$ cat src/rtl/universal_shift_engine.sv
// Universal shift engine: WIDTH-bit register with load/hold and six shift/rotate
// modes, driven by a start/ready/done handshake that runs a programmed number of
// 1-bit steps per command. The bit leaving the register on each step is exposed.
module universal_shift_engine #(
    parameter int unsigned WIDTH = 8,
    parameter int unsigned CNT_W = $clog2(WIDTH) + 1
) (
    input  logic             clk,
    input  logic             rst,
    input  logic             start,
    input  logic [2:0]       op,
    input  logic [WIDTH-1:0] d,
    input  logic [CNT_W-1:0] amount,
    input  logic             msb_in,
    input  logic             lsb_in,
    input  logic             enable,
    input  logic             abort,
    output logic             ready,
    output logic             busy,
    output logic             done,
    output logic [WIDTH-1:0] q,
    output logic             ser_out
);

    localparam logic [2:0] OP_HOLD = 3'd0;
    localparam logic [2:0] OP_LOAD = 3'd1;
    localparam logic [2:0] OP_SHR  = 3'd2;
    localparam logic [2:0] OP_SHL  = 3'd3;
    localparam logic [2:0] OP_ROR  = 3'd4;
    localparam logic [2:0] OP_ROL  = 3'd5;
    localparam logic [2:0] OP_ASR  = 3'd6;
    localparam logic [2:0] OP_LSL  = 3'd7;

    typedef enum logic {
        IDLE  = 1'b0,
        SHIFT = 1'b1
    } state_t;

    state_t           state;
    logic [2:0]       op_q;
    logic [CNT_W-1:0] cnt;
    logic [WIDTH:0]   step_res;   // {bit shifted out, next register value}

    // One 1-bit step of the latched operation: returns {ser_out, q_next}
    function automatic logic [WIDTH:0] step_fn(input logic [2:0]       o,
                                               input logic [WIDTH-1:0] v,
                                               input logic             si_msb,
                                               input logic             si_lsb);
        logic [WIDTH:0] r;
        case (o)
            OP_SHR:  r = {v[0],       si_msb,     v[WIDTH-1:1]};
            OP_SHL:  r = {v[WIDTH-1], v[WIDTH-2:0], si_lsb};
            OP_ROR:  r = {v[0],       v[0],       v[WIDTH-1:1]};
            OP_ROL:  r = {v[WIDTH-1], v[WIDTH-2:0], v[WIDTH-1]};
            OP_ASR:  r = {v[0],       v[WIDTH-1], v[WIDTH-1:1]};
            OP_LSL:  r = {v[WIDTH-1], v[WIDTH-2:0], 1'b0};
            default: r = {1'b0, v};
        endcase
        return r;
    endfunction

    // Candidate result of a step taken on this edge
    always_comb begin
        step_res = step_fn(op_q, q, msb_in, lsb_in);
    end

    // Handshake status decoded straight from the state register
    assign ready = (state == IDLE);
    assign busy  = ~ready;

    // Command FSM and datapath registers
    always_ff @(posedge clk) begin
        if (rst) begin
            state   <= IDLE;
            op_q    <= OP_HOLD;
            cnt     <= '0;
            q       <= '0;
            ser_out <= 1'b0;
            done    <= 1'b0;
        end else begin
            done <= 1'b0;
            case (state)
                IDLE: begin
                    if (start) begin
                        if (op == OP_HOLD || op == OP_LOAD) begin
                            if (op == OP_LOAD) begin
                                q <= d;
                            end
                            done <= 1'b1;
                        end else if (amount == '0) begin
                            done <= 1'b1;
                        end else begin
                            op_q  <= op;
                            cnt   <= amount;
                            state <= SHIFT;
                        end
                    end
                end
                SHIFT: begin
                    if (abort) begin
                        cnt   <= '0;
                        state <= IDLE;
                    end else if (enable) begin
                        ser_out <= step_res[WIDTH];
                        q       <= step_res[WIDTH-1:0];
                        cnt     <= cnt - CNT_W'(1);
                        if (cnt == CNT_W'(1)) begin
                            state <= IDLE;
                            done  <= 1'b1;
                        end
                    end
                end
                default: state <= IDLE;
            endcase
        end
    end

endmodule
$ cat config.mk
export PLATFORM = sky130hd
export DESIGN_NAME = universal_shift_engine
export DESIGN_NICKNAME = d
export VERILOG_FILES = /design/src/rtl/universal_shift_engine.sv
export SDC_FILE = /design/constraint.sdc
export NUM_CORES = 1
export LEC_CHECK = 0
export BUFFER_PORTS_ARGS = -buffer_cell sky130_fd_sc_hd__buf_2
export CELL_PAD_IN_SITES_DETAIL_PLACEMENT = 1
export CELL_PAD_IN_SITES_GLOBAL_PLACEMENT = 1
export CORE_MARGIN = 1
export CORE_UTILIZATION = 30
export DETAILED_ROUTE_END_ITERATION = 7
export PLACE_DENSITY_LB_ADDON = 0.1
export SETUP_SLACK_MARGIN = 0.3
export SYNTH_ARGS = -nofsm -noshare
export SYNTH_HDL_FRONTEND = slang
export SYNTH_SLANG_ARGS = --single-unit
$ cat constraint.sdc
create_clock -name clk -period 2 [get_ports clk]
set_input_delay 0.2 -clock clk [delete_from_list [all_inputs] [get_ports clk]]
set_output_delay 0.2 -clock clk [all_outputs]
set_load 0.1 [all_outputs]
==> results.txt, run 1 <==
- Crit start category: flop
* Final design utilization: 0.391
* Placer congestion estimate: between 0.7 and 0.8
- In the finished design, the share of the clock period the worst path needs comes to 0.814.
- The pre-antenna-repair detailed-routing pass consisted of 2 iterations.
- The largest total area in the synthesized netlist belongs to dfxtp_1.
* RSZ-0062 raised after global routing: no
* Layout cells sized above 1: 0.314
- Summed over all cells, the static leakage comes to around 0.00051 µW.
- Entering global routing, the biggest net connects 19 pins.
- Internal reg-to-reg setup slack: 0.40 ns
- In this run the worst path has a maximum fanout of 12.
* Worst IR Drop VDD: between 0.2 and 0.25 mV
- For this design the ratio of total power to cell area is between 600 and 700 mW/mm².
- Die outline width: just over 60 µm
- The number of antenna violations at the first check in global routing was 0.
- Arithmetic-cell share of the synthesized area counting full adders, half adders and majority gates: 0.0237
- The core region is about 0.0034 mm².
* Vias per cell: just over 5
* Worst Hold End: op_q[0]
- Total standard cell area after synthesis: approximately 0.0011 mm²
- In this run the most critical hold path is launched from op[0].
- Xor/xnor cell area share of the yosys netlist: 0.0166
- Maximum clock frequency: roughly 610 MHz
- Counting flops with a built-in enable in the synthesized netlist gives 0.
* Remaining antenna violation count: 0
- The root buffer cell chosen for the clock tree is clkbuf_4.
- Clock tree synthesis inserted a total of 3 buffers.
- Input and output buffers added on the ports amount to 33.
- GRT Util Overall: 0.176
- Clock Pin Slew Worst Setup and Hold Paths: 0.11 ns
- Dividing the detail-routed wire length by the instance count gives 14.4 µm.
* WHS Path Cells: 3
- The share of the Yosys chip area taken by registers is 0.341.
- The netlist uses 31 different library cells.
- Via count of the first global-routing pass: ~1000
- Count of clock tree sinks: 18
- Slew at the pin closest to its max-slew limit: just over 0.5 ns
* Slew HR: 0.661
* Syn_nets: about 150
- Synthesis inferred 18 register bits.
- The first global-routing pass estimated 4770 µm of wire.
- Worst reg-to-reg path cell count: 5
- Yosys printed 0 warnings.
* Launch point of the worst reg-to-reg path: busy
- The final hold violation count came to 0.
- Prior to clock tree synthesis, the placed netlist has a worst setup slack of about 0.31 ns.
- Dominant combinational cell family by area after synthesis: compound AO/OA/AOI/OAI gates
- By area the synthesized netlist is led by dfxtp_1 (34%), mux2i_1 (10%), nor2_1 (9.6%), a211oi_1 (5.7%), a21oi_1 (4.7%).
- Capturing element type of the critical path: primary output
- The initialized floorplan defines 21 standard-cell rows.
- Setup TNS after final layout: 0 ns
* CP Class: flop to primary output
- P&R area growth vs syn: 24.5%
* Total Wirelength: a little under 3000 µm
* Post-Route Skew: ~0.00095 ns
* Iteration-0 DRC count of the detailed router: 22
- The flow ran to the end, and the final reports show no timing, DRC or antenna violations.
* Post-synthesis share of cell area spent on and, or, nand and nor gates: 0.213
- Worst-case clock buffer depth: 2
- STA puts the critical path data arrival time at around 1.4 ns.
- Final setup viols: 0
* Most frequent cells in the layout: buf_2 (32), nor2_1 (27), dfxtp_1 (16)
- Averaged over all synthesized cells, the footprint is ~8.5 µm².
* Final layout net count: 181
* Worst hold path type: input port to flop
- Diode insertion count for antenna repair: 0
- Buffers inserted to repair hold after CTS numbered 0.
- Reported max-cap violation count: 0
- For the worst-skew pair, the clock arrives at the later sink with an insertion delay of 0.31 ns.
- Once detailed placement completed, the half-perimeter wirelength came to ~2100 µm.
- Effective utilization at floorplan: 0.314
- Commonest non-fill, non-tap cell in the layout: buf_2
- The most used flip-flop cell after synthesis is dfxtp_1.
* Proportion of synthesized flip-flops having asynchronous set or reset: 0
- The routed layout has around 1000 vias.
- After detailed routing, the number of remaining DRC violations is 0.
* Fill cell instance count of the final layout: 440
- Total count of max-transition violations in the final report: 0
- The synthesized-area fraction occupied by ao, oa, aoi and oai cells was 0.237.
* Total power draw: slightly below 900 µW
- 34 I/O pins were placed.
- Post-layout min period: 1.63 ns
- Worst path setup slack after routing: between 0.3 and 0.4 ns
- TritonCTS clock tree: yes
- CTS built an H-tree with a depth of 1.
- The portion of synthesized area spent on multiplexers is 0.104.
- Synthesis produced ~120 cells.
- The floorplan step defined a die boundary enclosing 0.00377 mm².
- Of the post-synthesis cell area, the dominant cell type holds 0.341.
- For this run the aggregate overflow at the end of global routing stands at 0.
- Data on the critical path is required at its endpoint by approximately 1.8 ns.
- The die is 61.4 µm tall.
- Reg2Reg Capture Point: q[7]
-- Yosys cell counts (all sizes together), types with 2 or more instances --
master	count
nor2	27
dfxtp	18
mux2i	11
a211oi	10
a21oi	10
inv	6
a22oi	5
nand3b	5
buf	4
clkbuf	4
nor3	4
ha	2
nand3	2
nand4	2
nor2b	2
o21ai	2
xor2	2
-- how the worst max path moves through the flow --
| stage | startpoint | to | slack, ns |
|---|---|---|---|
| floorplan | busy | q[6] | 0.27 |
| global placement | op[1] | q[7] | 0.33 |
| CTS | busy | cnt[2] | 0.31 |
| finish | busy | ready | 0.37 |
| global route | busy | ready | 0.32 |
| detailed placement | busy | q[7] | 0.31 |
-- per-stage QoR --
stage,cells,hold WS (ns),area (µm²)
global placement,197,0.464,1250
CTS,202,0.146,1300
detailed placement,197,0.478,1250
global route,202,0.161,1320
finish,202,0.151,1320
floorplan,124,0.347,1060
-- worst max-delay path: stages (launching register included) --
cell	delay, ns
dfxtp_4	0.40
inv_1	0.34
buf_4	0.38
-- layout make-up --
class | instances | area, µm² | area share
Sequential cell | 18 | 365 | 0.278
Tap cell | 46 | 57.6 | 0.0437
Inverter | 6 | 22.5 | 0.0171
Clock buffer | 4 | 26.3 | 0.0200
Timing Repair Buffer | 36 | 203 | 0.154
Multi-Input combinational cell | 92 | 642 | 0.488
-- sequential cells by signal, summed over array words and instances, names as in the netlist --
register / flops
q: 8
cnt: 4
op_q: 3
busy: 1
done: 1
ser_out: 1
-- cell families (layout without fill, tap and decap cells) --
logic type                 count (synthesis)  after routing
AOI/OAI and AO/OA                         32             32
muxes                                     11             11
adders and majority gates                  2              2
buffers and inverters                     14             46
DFF                                       18             18
and+or+nand+nor                           45             45
xor gates and xnor gates                   2              2
-- power breakdown --
| group | switching [µW] | leakage (µW) | internal [µW] |
|---|---|---|---|
| Sequential | 29.2 | 0.000148 | 382 |
| Combinational | 185 | 0.000347 | 90.3 |
| Clock | 128 | 0.0000150 | 77.9 |
| Total | 343 | 0.000510 | 550 |
-- layer usage --
layer | share of wire | routed length, µm | track usage
met1 | 0.47 | 1380 | 0.220
met2 | 0.48 | 1390 | 0.298
met3 | 0.032 | 93 | 0.0273
met4 | 0.019 | 55 | 0.0825
met5 | 0 | 0 | 0
-- what timing repair did --
item | CTS | global route
setup buffers | 1 | 0
setup endpoints to repair | 2 | 5
resized for setup | 1 | 2
pin swaps | 1 | 0
No activity file was read; power rests on OpenSTA's default activity.
==> inputs of run 2 (changes only) <==
--- a/config.mk
+++ b/config.mk
@@ -5,6 +5,7 @@
 export SDC_FILE = /design/constraint.sdc
 export NUM_CORES = 1
 export LEC_CHECK = 0
+export ABC_AREA = 1
 export BUFFER_PORTS_ARGS = -buffer_cell sky130_fd_sc_hd__buf_2
 export CELL_PAD_IN_SITES_DETAIL_PLACEMENT = 1
 export CELL_PAD_IN_SITES_GLOBAL_PLACEMENT = 1
==> constraint.sdc (replaced) <==
create_clock -name clk -period 1.4 [get_ports clk]
set_input_delay 0.14 -clock clk [delete_from_list [all_inputs] [get_ports clk]]
set_output_delay 0.14 -clock clk [all_outputs]
set_load 0.1 [all_outputs]
==> results.txt, run 2 <==
- The post-synthesis cell type count was 21 (was 31).
- Largest register FFs: 8 (unchanged)
- The total power density per cell area came to 920 mW/mm² (was 678 mW/mm²).
* Detailed-routing iteration count for the pre-antenna-repair pass: 4 (was 2)
* Detailed-route via count: 1421 (was 1028)
* Via count of the first global-routing pass: 1523 (was 1043)
- Count of clock tree sinks: 18 (unchanged)
- Sequential fraction of design power: 0.375 (was 0.460)
* Slew at the pin closest to its max-slew limit: 0.524 ns (was 0.508 ns)
- The largest driver fanout on the critical path was 7 (was 12).
* Mean cell area of the mapped netlist: 5.90 µm² (was 8.53 µm²)
* Reported max-cap violation count: 0 (unchanged)
- Top reg by flops: q (unchanged)
- Iteration-0 DRC count of the detailed router: 44 (was 22)
- Diode insertion count for antenna repair: 0 (unchanged)
- The final number of setup-violating endpoints was 0 (unchanged).
- Fin crit share: 0.891
- IO buf count: 33 (unchanged)
- Detailed Place HPWL: 2860 µm (was 2100 µm)
- Remaining routing DRC violations: 0 (unchanged)
- The met3 demand-to-capacity share in global routing was 0.0232 (was 0.0273).
- Skew-Pair Late Insertion Delay: 0.26 ns (was 0.31 ns)
- The largest net degree at the start of global routing came to 16 (was 19).
* Part of the power in combinational logic: 0.346 (was 0.309)
- The total power of the final layout is 1600 µW (was 893 µW).
- The global placement routability congestion is 0.785 (was 0.726).
- Initial antenna violation count: 0 (unchanged)
* Clock power share: 0.280 (was 0.231)
- Total Wirelength: 4050 µm (was 2920 µm)
- The type of the worst setup path is flop to flop (was flop to primary output).
- The fraction of layout cells with a size suffix above 1 is 0.393 (was 0.314).
- The largest vdd supply drop was 0.438 mV (was 0.235 mV).
- Total standard cell area after synthesis: 0.00117 mm² (was 0.00106 mm²)
* Sum of overflow across all layers after global routing: 0 (unchanged)
* Num ports: 34 (unchanged)
- Proportion of synthesized chip area in sequential cells: 0.309 (was 0.341)
- Internal cell power: 989 µW (was 550 µW)
* Proportion of synthesized flip-flops having asynchronous set or reset: 0 (unchanged)
* Result of the run: finished clean (unchanged)
- The clock tree from TritonCTS was yes (unchanged).
- The number of flops mapped to enable cells by yosys is 0 (unchanged).
- Most frequent cells in the layout: nand2_1 (61), nor2_1 (28), buf_2 (21) (was buf_2 (32), nor2_1 (27), dfxtp_1 (16))
- The post-detailed-route via-to-cell ratio is 4.90 (was 5.09).
* GRT Util Overall: 0.219 (was 0.176)
* Final layout net count: 267 (was 181)
* H-tree depth reported by CTS: 1 (unchanged)
* GRT met1 Usage: 0.264 (was 0.220)
* Cts bufs inserted: 3 (unchanged)
- The most area-hungry cell type in the Yosys netlist is dfxtp_1 (unchanged).
- Worst-case clock buffer depth: 2 (unchanged)
- Leakage Power: 0.000862 µW (was 0.000510 µW)
- Worst path setup slack after routing: 0.153 ns (was 0.373 ns)
- Net switching power: 610 µW (was 343 µW)
- RSZ-0062 raised after global routing: yes (was no)
- Post-route non-filler standard cell count: 290 (was 202)
* Global-route wire length before repair: 7000 µm (was 4770 µm)
* Switching Fraction: 0.381 (was 0.384)
- Leading cell types by count after synthesis: nand2_1 (64), nor2_1 (33), inv_1 (22) (was nor2_1 (27), dfxtp_1 (18), mux2i_1 (11)).
- The critical path launch point type was a flop (unchanged).
- The final setup skew was 0.00789 ns (was 0.000952 ns).
- Post-layout min period: 1.25 ns
- The dominant register cell in the synthesized netlist was dfxtp_1 (unchanged).
- The number of placement rows came to 22 (was 21).
- Vertical extent of the die: 64.4 µm (was 61.4 µm)
* Slew HR: 0.650 (was 0.661)
* Worst hold path type: input port to flop (unchanged)
* Required time at the worst-slack endpoint: 1.57 ns (was 1.80 ns)
- The instance count of the mapped netlist is 198 (was 124).
- The final hold violation count is 0 (unchanged).
* Maximum clock frequency: 802 MHz
- Setup TNS after final layout: 0 ns (unchanged)
- The fraction of synthesized cell area taken by the top area cell type is 0.309 (was 0.341).
- Remaining antenna violation count: 0 (unchanged)
* P&R area growth vs syn: 48.9% (was 24.5%)
- Arrival time worst endpoint: 1.42 ns (was 1.43 ns)
* Dominant cell by count in the synthesized netlist: nand2_1 (was nor2_1)
* Number of flip-flops and latches in the synthesized netlist: 18 (unchanged)
- Capturing element type of the critical path: flop (was primary output)
- The met2 routing resource usage after global routing is 0.405 (was 0.298).
- Die outline width: 64.4 µm (was 61.4 µm)
- Floorplan die area: 0.00414 mm² (was 0.00377 mm²)
- The count of yosys warnings during synthesis is 0 (unchanged).
* Commonest non-fill, non-tap cell in the layout: nand2_1 (was buf_2)
- Registers with the most flip-flops: q x8, cnt x4, op_q x3 (unchanged)
- Clock Pin Slew Worst Setup and Hold Paths: 0.08 ns (was 0.11 ns)
* Most utilized layer in the global route result: met2 (unchanged)
- Number of placed instances with taps included: 278 (was 197)
* Largest cells by area after synthesis: dfxtp_1 (31%), nand2_1 (21%), nor2_1 (11%), inv_1 (7.1%), a21oi_1 (5.6%) (was dfxtp_1 (34%), mux2i_1 (10%), nor2_1 (9.6%), a211oi_1 (5.7%), a21oi_1 (4.7%))
* Hold_buf cts: 0 (unchanged)
- The total nets after synthesis was 222 (was 148).
* Average detailed-routed wire length per instance: 13.9 µm (was 14.4 µm)
- The initial standard-cell utilization of the core is 0.316 (was 0.314).
- The root buffer cell was clkbuf_8 (was clkbuf_4).
- Total count of max-transition violations in the final report: 0 (unchanged)
* Area of the core: 0.00369 mm² (was 0.00336 mm²)
- Minimum setup slack after placement: -0.00473 ns (was 0.308 ns)
[run 2: changes by cell type after synthesis, moves of 5 or more]
cell      previous run  this run
nand2_1              0        64
nand3_1              2        13
o21ai_0              1         7
nand2_2              0         5
mux2i_1             11         0
a211oi_1             8         0
inv_1                6        22
nand3b_1             5         0
nor2_1              27        33
[run 2: routing by layer]
metal | wire length, µm | share of wire
met1 | 1770 | 0.44
met2 | 2130 | 0.53
met3 | 82 | 0.020
met4 | 63 | 0.016
met5 | 0 | 0
[run 2: final cells by class]
| class | instances | area [µm²] |
|---|---|---|
| flip-flops and latches | 18 | 389 |
| clock buffers | 4 | 55.1 |
| multi-input cells | 152 | 807 |
| inverters | 26 | 103 |
| well taps | 48 | 60.1 |
| fillers | 514 | 1950 |
| repair buffers | 42 | 324 |
[run 2: what timing repair did]
| action | in CTS | in global routing |
|---|---|---|
| setup buffers | 7 | 0 |
| pin swaps | 7 | 12 |
| resized for setup | 33 | 26 |
| setup endpoints to repair | 25 | 22 |
| gates cloned | 1 | 0 |
[run 2: critical path, cell delays in order (launching register included)]
cell and delay (ns):
dfxtp_4 0.40, nor2_1 0.15, nand2_2 0.11, nand2_4 0.14, nand2_8 0.08, nand2_1 0.06, nand2_1 0.07, nor2_1 0.16
[run 2: final timing paths]
| path | from | end | slack (ns) | depth (start not counted) |
|---|---|---|---|---|
| hold / removal | rst | busy | 0.07 | 2 |
| setup / recovery | busy | q[1] | 0.15 | 7 |
| setup reg to reg | busy | q[1] | 0.15 | 7 |
| hold reg to reg | cnt[1] | cnt[1] | 0.49 | 2 |
[run 2: stage by stage]
| step | cell area, µm² | hold WS (ns) | util |
|---|---|---|---|
| 2_1_floorplan | 1210 | 0.199 | - |
| 3_3_place_gp | 1440 | 0.345 | 0.390 |
| 3_5_place_dp | 1440 | 0.339 | 0.390 |
| 4_1_cts | 1670 | 0.0609 | 0.452 |
| 5_1_grt | 1740 | 0.0766 | 0.471 |
| 6_report | 1740 | 0.0669 | 0.471 |
[run 2: logic make-up after synthesis]
group,count (synthesis),share of synthesized area
and+or+nand+nor,125,0.454
buffers and inverters,29,0.0986
AOI/OAI and AO/OA,24,0.117
DFF,18,0.309
adders and majority gates,2,0.0214
[run 2: power by group through the flow]
stage	registers [µW]	logic, µW	clock network, µW
floorplan	708	219	0
global placement	607	429	0
detailed placement	611	440	0
CTS	597	526	457
global route	606	604	477
finish	599	553	447
